===== src/rtl/mine_placer_if.sv =====
// Handshake, request and board-access bundle between a mine_placer and its host/board logic.
// The placer uses the slave modport; the host side (board RAMs, sequencer) uses master.
interface mine_placer_if #(
  parameter int WIDTH  = 8,
  parameter int HEIGHT = 8
);
  localparam int XW = $clog2(WIDTH);
  localparam int YW = $clog2(HEIGHT);
  localparam int NW = $clog2(WIDTH * HEIGHT + 1);

  logic          start;
  logic          ack;
  logic [NW-1:0] total_mines;
  logic          safe_en;
  logic [XW-1:0] safe_x;
  logic [YW-1:0] safe_y;
  logic          mine_read_value;

  logic [XW-1:0] x;
  logic [YW-1:0] y;
  logic          place_en;
  logic [NW-1:0] placed_count;
  logic          error;
  logic          q_init;
  logic          q_change_xy;
  logic          q_place;
  logic          q_done;

  modport master (
    output start, ack, total_mines, safe_en, safe_x, safe_y, mine_read_value,
    input  x, y, place_en, placed_count, error,
    input  q_init, q_change_xy, q_place, q_done
  );

  modport slave (
    input  start, ack, total_mines, safe_en, safe_x, safe_y, mine_read_value,
    output x, y, place_en, placed_count, error,
    output q_init, q_change_xy, q_place, q_done
  );
endinterface


===== src/rtl/mine_placer.sv =====
// Places a requested number of mines at distinct pseudo-random cells of a WIDTH x HEIGHT board,
// optionally keeping the 3x3 zone around the first click clear.
module mine_placer #(
  parameter int          WIDTH  = 8,
  parameter int          HEIGHT = 8,
  parameter logic [15:0] SEED   = 16'hACE1
) (
  input logic         clk_tb,
  input logic         reset_tb,
  mine_placer_if.slave bus
);
  localparam int XW = $clog2(WIDTH);
  localparam int YW = $clog2(HEIGHT);
  localparam int NW = $clog2(WIDTH * HEIGHT + 1);
  localparam int CW = NW + 1;

  localparam logic [XW:0]   W_LIM  = (XW + 1)'(WIDTH);
  localparam logic [YW:0]   H_LIM  = (YW + 1)'(HEIGHT);
  localparam logic [XW:0]   X_LAST = (XW + 1)'(WIDTH - 1);
  localparam logic [YW:0]   Y_LAST = (YW + 1)'(HEIGHT - 1);
  localparam logic [CW-1:0] CELLS  = CW'(WIDTH * HEIGHT);
  localparam logic [CW-1:0] THREE  = CW'(3);
  localparam logic [CW-1:0] ONE_C  = CW'(1);
  localparam logic [NW-1:0] ONE_N  = NW'(1);

  localparam logic signed [XW+1:0] DX_NEG1 = '1;
  localparam logic signed [XW+1:0] DX_POS1 = {{(XW + 1){1'b0}}, 1'b1};
  localparam logic signed [YW+1:0] DY_NEG1 = '1;
  localparam logic signed [YW+1:0] DY_POS1 = {{(YW + 1){1'b0}}, 1'b1};

  typedef enum logic [1:0] {
    S_INIT,
    S_CHANGE_XY,
    S_PLACE,
    S_DONE
  } state_t;

  state_t state_q, state_d;

  logic [15:0]   lfsr_q, lfsr_d;
  logic          lfsr_fb;
  logic [XW-1:0] x_q, x_d;
  logic [YW-1:0] y_q, y_d;
  logic [NW-1:0] count_q, count_d;
  logic          error_q, error_d;
  logic [NW-1:0] total_q, total_d;
  logic          safe_en_q, safe_en_d;
  logic [XW-1:0] sx_q, sx_d;
  logic [YW-1:0] sy_q, sy_d;

  logic [XW-1:0] cand_x;
  logic [YW-1:0] cand_y;
  logic [NW-1:0] count_inc;
  logic          cell_valid;
  logic          in_range;
  logic          in_safe;
  logic signed [XW+1:0] dx;
  logic signed [YW+1:0] dy;
  logic [CW-1:0] cols, rows, s_cells, capacity;
  logic          too_many;
  logic          zero_req;
  logic          last_mine;

  // Fibonacci LFSR, taps 16,14,13,11: shift up, feedback into bit 0.
  assign lfsr_fb   = lfsr_q[15] ^ lfsr_q[13] ^ lfsr_q[12] ^ lfsr_q[10];
  assign lfsr_d[0] = lfsr_fb;

  generate
    for (genvar gi = 0; gi < 15; gi++) begin : g_lfsr_shift
      assign lfsr_d[gi+1] = lfsr_q[gi];
    end
  endgenerate

  always_ff @(posedge clk_tb or negedge reset_tb) begin
    if (!reset_tb) begin
      lfsr_q <= SEED;
    end else begin
      lfsr_q <= lfsr_d;
    end
  end

  assign cand_x = lfsr_q[XW-1:0];
  assign cand_y = lfsr_q[XW+YW-1:XW];

  // Candidate validity, evaluated on the registered address so the board read is stable.
  assign in_range = ({1'b0, x_q} < W_LIM) && ({1'b0, y_q} < H_LIM);
  assign dx       = $signed({2'b00, x_q}) - $signed({2'b00, sx_q});
  assign dy       = $signed({2'b00, y_q}) - $signed({2'b00, sy_q});
  assign in_safe  = safe_en_q && (dx >= DX_NEG1) && (dx <= DX_POS1)
                              && (dy >= DY_NEG1) && (dy <= DY_POS1);
  assign cell_valid = in_range && !in_safe && !bus.mine_read_value;

  // Capacity uses the live request so the error decision lands on the start edge.
  always_comb begin
    cols = THREE;
    rows = THREE;
    if (bus.safe_x == '0) cols = cols - ONE_C;
    if ({1'b0, bus.safe_x} == X_LAST) cols = cols - ONE_C;
    if (bus.safe_y == '0) rows = rows - ONE_C;
    if ({1'b0, bus.safe_y} == Y_LAST) rows = rows - ONE_C;
    s_cells  = bus.safe_en ? CW'(cols * rows) : '0;
    capacity = CELLS - s_cells;
  end

  assign too_many  = {1'b0, bus.total_mines} > capacity;
  assign zero_req  = (bus.total_mines == '0);
  assign count_inc = count_q + ONE_N;
  assign last_mine = (count_inc == total_q);

  always_ff @(posedge clk_tb or negedge reset_tb) begin
    if (!reset_tb) begin
      state_q <= S_INIT;
    end else begin
      state_q <= state_d;
    end
  end

  always_comb begin
    state_d = state_q;
    case (state_q)
      S_INIT: begin
        if (bus.start) begin
          if (zero_req || too_many) state_d = S_DONE;
          else                      state_d = S_CHANGE_XY;
        end
      end
      S_CHANGE_XY: begin
        if (cell_valid) state_d = S_PLACE;
      end
      S_PLACE: begin
        if (last_mine) state_d = S_DONE;
        else           state_d = S_CHANGE_XY;
      end
      S_DONE: begin
        if (bus.ack) state_d = S_INIT;
      end
      default: state_d = S_INIT;
    endcase
  end

  always_comb begin
    x_d       = x_q;
    y_d       = y_q;
    count_d   = count_q;
    error_d   = error_q;
    total_d   = total_q;
    safe_en_d = safe_en_q;
    sx_d      = sx_q;
    sy_d      = sy_q;
    case (state_q)
      S_INIT: begin
        if (bus.start) begin
          total_d   = bus.total_mines;
          safe_en_d = bus.safe_en;
          sx_d      = bus.safe_x;
          sy_d      = bus.safe_y;
          count_d   = '0;
          error_d   = 1'b0;
          if (!zero_req && too_many) begin
            error_d = 1'b1;
          end else if (!zero_req) begin
            x_d = cand_x;
            y_d = cand_y;
          end
        end
      end
      S_CHANGE_XY: begin
        if (!cell_valid) begin
          x_d = cand_x;
          y_d = cand_y;
        end
      end
      S_PLACE: begin
        // Address stays on the written cell through PLACE; reload only after the write edge.
        count_d = count_inc;
        if (!last_mine) begin
          x_d = cand_x;
          y_d = cand_y;
        end
      end
      default: ;
    endcase
  end

  always_ff @(posedge clk_tb or negedge reset_tb) begin
    if (!reset_tb) begin
      x_q       <= '0;
      y_q       <= '0;
      count_q   <= '0;
      error_q   <= 1'b0;
      total_q   <= '0;
      safe_en_q <= 1'b0;
      sx_q      <= '0;
      sy_q      <= '0;
    end else begin
      x_q       <= x_d;
      y_q       <= y_d;
      count_q   <= count_d;
      error_q   <= error_d;
      total_q   <= total_d;
      safe_en_q <= safe_en_d;
      sx_q      <= sx_d;
      sy_q      <= sy_d;
    end
  end

  always_comb begin
    bus.q_init      = (state_q == S_INIT);
    bus.q_change_xy = (state_q == S_CHANGE_XY);
    bus.q_place     = (state_q == S_PLACE);
    bus.q_done      = (state_q == S_DONE);
    bus.place_en    = (state_q == S_PLACE);
  end

  assign bus.x            = x_q;
  assign bus.y            = y_q;
  assign bus.placed_count = count_q;
  assign bus.error        = error_q;

endmodule


===== src/flat_wrapper.sv =====
// flat-port wrapper written by rule: the top's interface ports become plain ports
module mine_placer_flat 
#(
  parameter int          WIDTH  = 8,
  parameter int          HEIGHT = 8,
  parameter logic [15:0] SEED   = 16'hACE1
)
  (clk_tb, reset_tb, bus_start, bus_ack, bus_total_mines, bus_safe_en, bus_safe_x, bus_safe_y, bus_mine_read_value, bus_x, bus_y, bus_place_en, bus_placed_count, bus_error, bus_q_init, bus_q_change_xy, bus_q_place, bus_q_done);
  mine_placer_if #(.WIDTH(WIDTH), .HEIGHT(HEIGHT)) bus_i ();
  input logic clk_tb;
  input logic reset_tb;
  input wire logic [$bits(bus_i.start)-1:0] bus_start;
  input wire logic [$bits(bus_i.ack)-1:0] bus_ack;
  input wire logic [$bits(bus_i.total_mines)-1:0] bus_total_mines;
  input wire logic [$bits(bus_i.safe_en)-1:0] bus_safe_en;
  input wire logic [$bits(bus_i.safe_x)-1:0] bus_safe_x;
  input wire logic [$bits(bus_i.safe_y)-1:0] bus_safe_y;
  input wire logic [$bits(bus_i.mine_read_value)-1:0] bus_mine_read_value;
  output wire logic [$bits(bus_i.x)-1:0] bus_x;
  output wire logic [$bits(bus_i.y)-1:0] bus_y;
  output wire logic [$bits(bus_i.place_en)-1:0] bus_place_en;
  output wire logic [$bits(bus_i.placed_count)-1:0] bus_placed_count;
  output wire logic [$bits(bus_i.error)-1:0] bus_error;
  output wire logic [$bits(bus_i.q_init)-1:0] bus_q_init;
  output wire logic [$bits(bus_i.q_change_xy)-1:0] bus_q_change_xy;
  output wire logic [$bits(bus_i.q_place)-1:0] bus_q_place;
  output wire logic [$bits(bus_i.q_done)-1:0] bus_q_done;
  assign bus_i.start = bus_start;
  assign bus_i.ack = bus_ack;
  assign bus_i.total_mines = bus_total_mines;
  assign bus_i.safe_en = bus_safe_en;
  assign bus_i.safe_x = bus_safe_x;
  assign bus_i.safe_y = bus_safe_y;
  assign bus_i.mine_read_value = bus_mine_read_value;
  assign bus_x = bus_i.x;
  assign bus_y = bus_i.y;
  assign bus_place_en = bus_i.place_en;
  assign bus_placed_count = bus_i.placed_count;
  assign bus_error = bus_i.error;
  assign bus_q_init = bus_i.q_init;
  assign bus_q_change_xy = bus_i.q_change_xy;
  assign bus_q_place = bus_i.q_place;
  assign bus_q_done = bus_i.q_done;
  mine_placer #(.WIDTH(WIDTH), .HEIGHT(HEIGHT), .SEED(SEED)) u_core (.clk_tb(clk_tb), .reset_tb(reset_tb), .bus(bus_i));
endmodule

===== config.mk =====
export PLATFORM = sky130hd
export DESIGN_NAME = mine_placer_flat
export DESIGN_NICKNAME = d
export VERILOG_FILES = /design/src/rtl/mine_placer_if.sv /design/src/rtl/mine_placer.sv /design/src/flat_wrapper.sv
export SDC_FILE = /design/constraint.sdc
export NUM_CORES = 1
export LEC_CHECK = 0
export CORE_ASPECT_RATIO = 1.75
export CORE_MARGIN = 2
export CORE_UTILIZATION = 30
export CTS_CLUSTER_SIZE = 20
export DETAILED_ROUTE_END_ITERATION = 12
export GPL_ROUTABILITY_DRIVEN = 0
export HOLD_SLACK_MARGIN = 0.12
export PLACE_DENSITY = 0.51
export SETUP_SLACK_MARGIN = 0.3
export SLEW_MARGIN = 5
export SYNTH_ARGS = -nofsm -noshare
export SYNTH_HDL_FRONTEND = slang
export SYNTH_SLANG_ARGS = --single-unit

===== constraint.sdc =====
create_clock -name clk_tb -period 4.5 [get_ports clk_tb]
set_input_delay 1.35 -clock clk_tb [delete_from_list [all_inputs] [get_ports clk_tb]]
set_output_delay 1.35 -clock clk_tb [all_outputs]
set_load 0.005 [all_outputs]

# Yosys cells after proc, flatten, opt, wreduce, memory -nomap -nowiden
# Index checks and enable logic that the tools add are counted.
[op_classes]
n_reduce_logical = 20
addsub = 6
n_mux = 26
n_bitwise = 3
n_lt_le_gt_ge = 5
multipliers = 1
n_eq_ne = 13
[op_table]
columns = ["operator", "n"]
rows = [
  ["3-bit 2-to-1 mux", 10],
  ["8-bit 2-to-1 mux", 3],
  ["3-bit case mux with 3 select lines", 2],
  ["7-bit case mux with 2 select lines", 1],
  ["2-bit != test (second input constant)", 6],
  ["5-bit by 1-bit greater-or-equal comparator with 1-bit output (second input constant)", 2],
  ["5-bit by 2-bit <= comparator with 1-bit output (second input constant)", 2],
  ["2-bit 2-to-1 mux", 5],
  ["7-bit by 8-bit > comparator with 1-bit output", 1],
  ["8-bit by 8-bit multiplier with 8-bit output", 1],
  ["2-bit case mux with 4 select lines", 1],
  ["3-bit by 3-bit subtractor with 4-bit output", 2],
  ["7-bit by 8-bit subtractor with 8-bit output (first input constant)", 1],
  ["7-bit by 1-bit adder with 7-bit output (second input constant)", 1],
  ["7-bit equality test", 1],
  ["7-bit zero test", 1],
  ["7-bit 2-to-1 mux", 1],
  ["3-bit equality test (second input constant)", 2],
  ["1-bit logical AND", 6],
  ["3-bit zero test", 2],
  ["6-bit AND reduction", 1],
  ["2-bit by 1-bit subtractor with 3-bit output (second input constant)", 2],
  ["2-bit equality test (second input constant)", 2],
  ["2-bit AND reduction", 2],
  ["other kinds (10)", 16],
]
[totals]
output_inout_bits = 19
register_bits = 46
inputBits = 19
wordCells = 84

# Longest topological paths before layout
[logic_depth]
ltp_word = 12
mapped_depth = 16
ltp_nobuf = 15

# Worst setup path before layout
# OpenSTA, ideal clock, no wires.
[synth_path]
path_type = "input-to-reg"
from = "in bus_safe_y[0]"
to = "reg u_core.x_q[0], in the netlist u_core.bus.x[0]"
path_stages = 16
setup_ns = 0.125
t_required_ns = 4.375
slack_ns = 0.067
arrival_ns = 4.308
path_cell_list = "and3_1 ha_1 nor2_1 ha_1 ha_1 nor3_1 xnor2_1 nand2_1 ha_1 a21o_1 a221oi_1 a32oi_2 o21ai_1 and3_1 buf_6 mux2_4"
[synth_via]
elab_chain_cells = 11
word_cells_on_any_way = 12
classes_between = "add/sub: 2; mul: 1; order compare: 1; eq/ne: 2; mux: 3; reduce/logical: 3"
[synth_rtl]
columns = ["element", "line_no", "text"]
rows = [
  ["from (decl)", "flat_wrapper.sv:17", "input wire logic [$bits(bus_i.safe_y)-1:0] bus_safe_y;"],
  ["3-bit zero test", "mine_placer.sv:99", "if (bus.safe_y == '0) rows = rows - ONE_C;"],
  ["1-bit 2-to-1 mux", "mine_placer.sv:99", ""],
  ["2-bit by 1-bit subtractor with 3-bit output", "mine_placer.sv:100", "if ({1'b0, bus.safe_y} == Y_LAST) rows = rows - ONE_C;"],
  ["8-bit 2-to-1 mux (*)", "mine_placer.sv:100", ""],
  ["8-bit by 8-bit multiplier with 8-bit output (*)", "mine_placer.sv:101", "s_cells = bus.safe_en ? CW'(cols * rows) : '0;"],
  ["8-bit 2-to-1 mux (*)", "mine_placer.sv:101", ""],
  ["7-bit by 8-bit subtractor with 8-bit output (*)", "mine_placer.sv:102", "capacity = CELLS - s_cells;"],
  ["7-bit by 8-bit > comparator with 1-bit output (*)", "mine_placer.sv:105", "assign too_many = {1'b0, bus.total_mines} > capacity;"],
  ["1-bit logical AND (*)", "mine_placer.sv:159", "if (!zero_req && too_many) begin"],
  ["2-bit != test (no source line) (*)", "-", ""],
  ["6-bit AND reduction (no source line) (*)", "-", ""],
  ["to (signal assigned)", "mine_placer.sv:187", "x_q <= '0;"],
  ["to (signal assigned)", "mine_placer.sv:196", "x_q <= x_d;"],
  ["to (decl)", "mine_placer.sv:42", "logic [XW-1:0] x_q, x_d;"],
]
# Mark *: on every way between the ends. The rest lies on a longest branch, timed or not.
# A chain may end at the register's enable or synchronous reset.

# Worst setup path after layout
[layout_path]
from = "in bus_safe_x[1]"
to = "reg u_core.x_q[1], in the netlist u_core.bus.x[1]"
[layout_via]
elab_chain_cells = 11
word_cells_on_any_way = 12
classes_between = "add/sub: 2; mul: 1; order compare: 1; eq/ne: 2; mux: 3; reduce/logical: 3"
[layout_rtl]
columns = ["element", "line_no", "text"]
rows = [
  ["from (decl)", "flat_wrapper.sv:16", "input wire logic [$bits(bus_i.safe_x)-1:0] bus_safe_x;"],
  ["3-bit zero test", "mine_placer.sv:97", "if (bus.safe_x == '0) cols = cols - ONE_C;"],
  ["1-bit 2-to-1 mux", "mine_placer.sv:97", ""],
  ["2-bit by 1-bit subtractor with 3-bit output", "mine_placer.sv:98", "if ({1'b0, bus.safe_x} == X_LAST) cols = cols - ONE_C;"],
  ["8-bit 2-to-1 mux (*)", "mine_placer.sv:98", ""],
  ["8-bit by 8-bit multiplier with 8-bit output (*)", "mine_placer.sv:101", ""],
  ["8-bit 2-to-1 mux (*)", "mine_placer.sv:101", ""],
  ["7-bit by 8-bit subtractor with 8-bit output (*)", "mine_placer.sv:102", ""],
  ["7-bit by 8-bit > comparator with 1-bit output (*)", "mine_placer.sv:105", ""],
  ["1-bit logical AND (*)", "mine_placer.sv:159", ""],
  ["2-bit != test (no source line) (*)", "-", ""],
  ["6-bit AND reduction (no source line) (*)", "-", ""],
]
# Marks and branches as above.

==> summary.md <==
The flow ran to the end, and the final reports show no timing, DRC or antenna violations. The worst register-to-register path has a depth of 14. For the pin with the worst max-slew slack, the measured transition is 1.006 ns. The worst setup path is captured at a register. The full die area is 0.009121 mm^2, and the overflow left after global routing is 0. The floorplan step set the die height to 124.9 um.

The number of buffers added by the clock tree synthesis step was 5; the number of endpoints failing setup at the final stage was 0. Average wire length per cell after detail routing: 14.54 um. Most prevalent standard cell on the critical path: sky130_fd_sc_hd__ha_4. The total buffers and inverters traversed by the critical path is 2, and the post-synthesis sequential area ratio is 46.38%. Clock skew: 0.005040 ns. For this run, the leading register cell type out of synthesis is sky130_fd_sc_hd__dfrtp_1. TritonCTS built the clock tree.

The count of cells in the finished layout, fillers not included, comes to 371. The tools report the startpoint class of the critical path as an input pin. The completed layout was analyzed and its total power is 1.665 mW.

The family with the most delay on the worst path was adder cells. The logs give 0 for the antenna violation net count after detailed routing and 784 for the fill cell instance count of the final layout. The tools report the post-DP HPWL as 4.192 mm.

Yosys attributes the largest share of cell area to sky130_fd_sc_hd__dfrtp_1 (38%), sky130_fd_sc_hd__ha_1 (10%), sky130_fd_sc_hd__dfstp_2 (8.4%). The clock net sink count is 46, and the count of cells along the worst hold path is 0. The run gives 0.001385 mm^2 as the area of the multi-input gates.

CTS built an H-tree with a depth of 2. For flop-to-flop paths, the worst setup slack is 1.26 ns. On the worst path, the slowest cell contributes a delay of 0.29 ns.

The post-synthesis sequential element count came out at 46. Summing every instance area after synthesis gives 0.002504 mm^2. The cell taking the most area after synthesis was sky130_fd_sc_hd__dfrtp_1.

Width of the die: 73.06 um. The first TritonRoute pass finished after 4 iterations. The tools report the number of cell rows as 44. The fraction of layout cells with a size suffix above 1 came out at 24.01%. At the end of the flow the core is filled with cells to 41.14%. The sequential cells in the finished layout cover a total of 0.001161 mm^2. Area of the core: 0.008203 mm^2. The mean post-synth cell area was 11.08 um^2; the time the worst path needs with I/O delays and setup was 4.074 ns.

After the last flow step, the layout net total stands at 320. Global routing consumed, over all layers together, 12.72% of the routing resources. For the count of buffers added by post-CTS timing repair for setup, the log shows 0. The tools report the number of global-route vias before repair as 1868. The final clock period utilization by the worst path came out at 90.53%.

The tools report the final count of pins violating max slew as 0. The initial utilization of the core area, before any placement, comes to 30.52%. In the routed design, unresolved DRC markers number 0. The later pin in the worst-skew pair is clocked with a latency of 0.29 ns. The number of flops mapped to enable cells by yosys was 0; the standby leakage power was 1.506 nW.

The number of antenna violations at the first check in global routing was 0. The critical path goes through buf_2, and3_4, ha_4, nor2_4, ha_4, ha_4, nor3_4, xnor2_1, nand2_1, ha_4, a21o_1, a221oi_2, a32oi_2, o21ai_1, and3_1, buf_12, mux2_4. The pin count of the biggest net entering global routing was 47. STA puts the critical path data arrival time at 4.25 ns. The worst hold path terminates at u_core.lfsr_q[9]$_DFF_PN0_.

The number of cells in the design after placement came out at 363. The count of buffers added on input and output ports is 37. Dividing total power by cell area gives a power density of 493.4 mW/mm^2.

The worst hold path begins at u_core.lfsr_q[8]$_DFF_PN0_. The number of buffers on the longest clock path was 2; the fraction of registers with async set or reset after synthesis was 100.0%. After clock tree synthesis, the clock-pin slew on the worst setup and hold paths is 0.07 ns.

The tools report the number of placed I/O pins as 38. Endpoint of the worst register-to-register path: u_core.bus.x[1]$_DFFE_PN0P_. The run gives 0 as the final hold violation count. The largest voltage drop on the vdd net is 0.0002762 V, and the share of Yosys cell area claimed by the top area cell type is 37.98%. The number of nets in the synthesized netlist is 268. The critical path is of the input pin to register type.

The data required time of the critical path was 4.67 ns. Setup repair after global routing could not meet its margin everywhere. The path class of the tightest hold or removal check is register to register.

The first global-routing pass estimated 8.914 mm of wire. The routed layout has 1817 vias. The synthesized instance count came out at 226. The slowest stage of the critical path belongs to the cell sky130_fd_sc_hd__mux2_4. The tools report the cell at the root of the clock tree as sky130_fd_sc_hd__clkbuf_16. The worst pin sits at a relative slew slack of 32.97%. Critical path depth: 17.

The DRC marker count from the first detailed-route iteration is 103, and the routed via count divided by cell count is 4.898. The logs give 0 for the number of max-cap violations and 44 for the number of distinct library cells after synthesis. The routed design has 5.395 mm of wire. Relative to the synthesized area, the layout overhead comes to 34.78%. The largest fanout of any net on the critical path was 6; the maximum clock rate was 245.5 MHz.

Origin of the critical flop-to-flop path: u_core.bus.y[0]$_DFFE_PN0P_. The number of antenna diodes in the final layout is 0. The Yosys step of the flow raised 0 warnings.
where the power goes:
part / internal [mW] / total [mW] / switching, mW / leakage (nW)
registers: 0.507 / 0.591 / 0.0838 / 0.576
logic: 0.374 / 0.697 / 0.323 / 0.860
clock network: 0.209 / 0.377 / 0.168 / 0.0704
total: 1.09 / 1.66 / 0.575 / 1.51
logic make-up (layout without fill, tap and decap cells):
| group | count (synthesis) | after routing | synth area share, % |
|---|---|---|---|
| simple gates | 59 | 59 | 12.99 |
| mux | 16 | 16 | 8.096 |
| compound gates | 37 | 37 | 9.345 |
| flops | 46 | 46 | 46.38 |
| xor+xnor | 19 | 19 | 6.647 |
| fa+ha+maj | 23 | 23 | 12.09 |
| buf+inv | 26 | 79 | 4.448 |
cell usage in the layout (no fill, tap or decap), types with 6 or more instances in the layout:
cell type and instances:
sky130_fd_sc_hd__dfrtp_1 38, sky130_fd_sc_hd__clkdlybuf4s50_1 30, sky130_fd_sc_hd__inv_1 17, sky130_fd_sc_hd__nand2_1 17
sky130_fd_sc_hd__ha_1 15, sky130_fd_sc_hd__buf_4 14, sky130_fd_sc_hd__xnor2_1 12, sky130_fd_sc_hd__mux2_1 10
sky130_fd_sc_hd__o21ai_0 10, sky130_fd_sc_hd__o21ai_1 8, sky130_fd_sc_hd__dfstp_2 8, sky130_fd_sc_hd__nor2_1 7
sky130_fd_sc_hd__xor2_1 7, sky130_fd_sc_hd__mux2_4 6
what timing repair did:
item	4_1_cts	5_1_grt
gates resized for setup	33	14
hold buffers	0	0
setup endpoints to repair	8	6
pin swaps	15	10
synth_stat cells (2+ instances only):
cell                       instances
sky130_fd_sc_hd__dfrtp_1          38
sky130_fd_sc_hd__buf_2             2
sky130_fd_sc_hd__a21oi_1           5
sky130_fd_sc_hd__dfstp_2           8
sky130_fd_sc_hd__nor2_1            9
sky130_fd_sc_hd__and2_1            5
sky130_fd_sc_hd__o21ai_0          11
sky130_fd_sc_hd__mux2_1           10
sky130_fd_sc_hd__nand3b_1          3
sky130_fd_sc_hd__o31ai_1           2
sky130_fd_sc_hd__nand2_1          17
sky130_fd_sc_hd__inv_2             2
sky130_fd_sc_hd__o21ai_1           7
sky130_fd_sc_hd__xnor2_1          12
sky130_fd_sc_hd__and3_1            8
sky130_fd_sc_hd__inv_1            17
sky130_fd_sc_hd__nor3_1            4
sky130_fd_sc_hd__nand3_1           3
sky130_fd_sc_hd__clkbuf_1          2
sky130_fd_sc_hd__fa_1              2
sky130_fd_sc_hd__xor2_1            7
sky130_fd_sc_hd__mux2_4            6
sky130_fd_sc_hd__ha_1             21
sky130_fd_sc_hd__a21o_1            2
sky130_fd_sc_hd__nor4b_1           2
sky130_fd_sc_hd__a22oi_1           3
area by class of cell:
cell class	instances	share of cell area [%]
multi-input combinational	154	41.05
sequential	46	34.41
timing repair buffer	51	14.46
clock buffer	5	3.708
tap	92	3.411
inverter	20	2.225
clock inverter	3	0.7416
stage by stage:
step	setup WS (ns)	TNS, ns	hold slack, ns	area, um^2
final	0.4262	0	0.3527	3374
after CTS	0.2642	0	0.3514	3301
after detailed placement	-0.5474	-3.655	0.3358	3149
after global placement	-0.5249	-3.475	0.3368	3149
after global routing	0.2930	0	0.3589	3374
after floorplan	0.2818	0	0.3312	2587
per-layer routing:
metal  up-vias  GRT usage [%]  share of wire (%)
met3        10          2.265                2.8
li1        889              -                  -
met2        34          22.42                 55
met4         0          6.318                3.4
met5         -              0                  0
met1       884          14.03                 39
flip-flops by register name (all words and copies together), names as in the netlist:
signal / flops
u_core.bus.x: 3
u_core.bus.error: 1
u_core.sy_q: 3
u_core.total_q: 7
u_core.safe_en_q: 1
u_core.sx_q: 3
u_core.bus.y: 3
u_core.bus.placed_count: 7
u_core.lfsr_q: 16
u_core.state_q: 2
worst max path at each step:
| stage | endpoint | start | slack [ns] |
|---|---|---|---|
| 4_1_cts | u_core.bus.x[1]$_DFFE_PN0P_ | bus_safe_x[2] | 0.26 |
| 2_1_floorplan | u_core.bus.x[0]$_DFFE_PN0P_ | bus_safe_y[2] | 0.28 |
| 3_5_place_dp | u_core.bus.x[1]$_DFFE_PN0P_ | bus_safe_y[2] | -0.55 |
| 6_report | u_core.bus.x[1]$_DFFE_PN0P_ | bus_safe_x[1] | 0.43 |
| 3_3_place_gp | u_core.bus.x[1]$_DFFE_PN0P_ | bus_safe_y[2] | -0.52 |
| 5_1_grt | u_core.bus.y[2]$_DFFE_PN0P_ | bus_safe_x[0] | 0.29 |
Note: power is estimated with default switching activity, not from simulation.
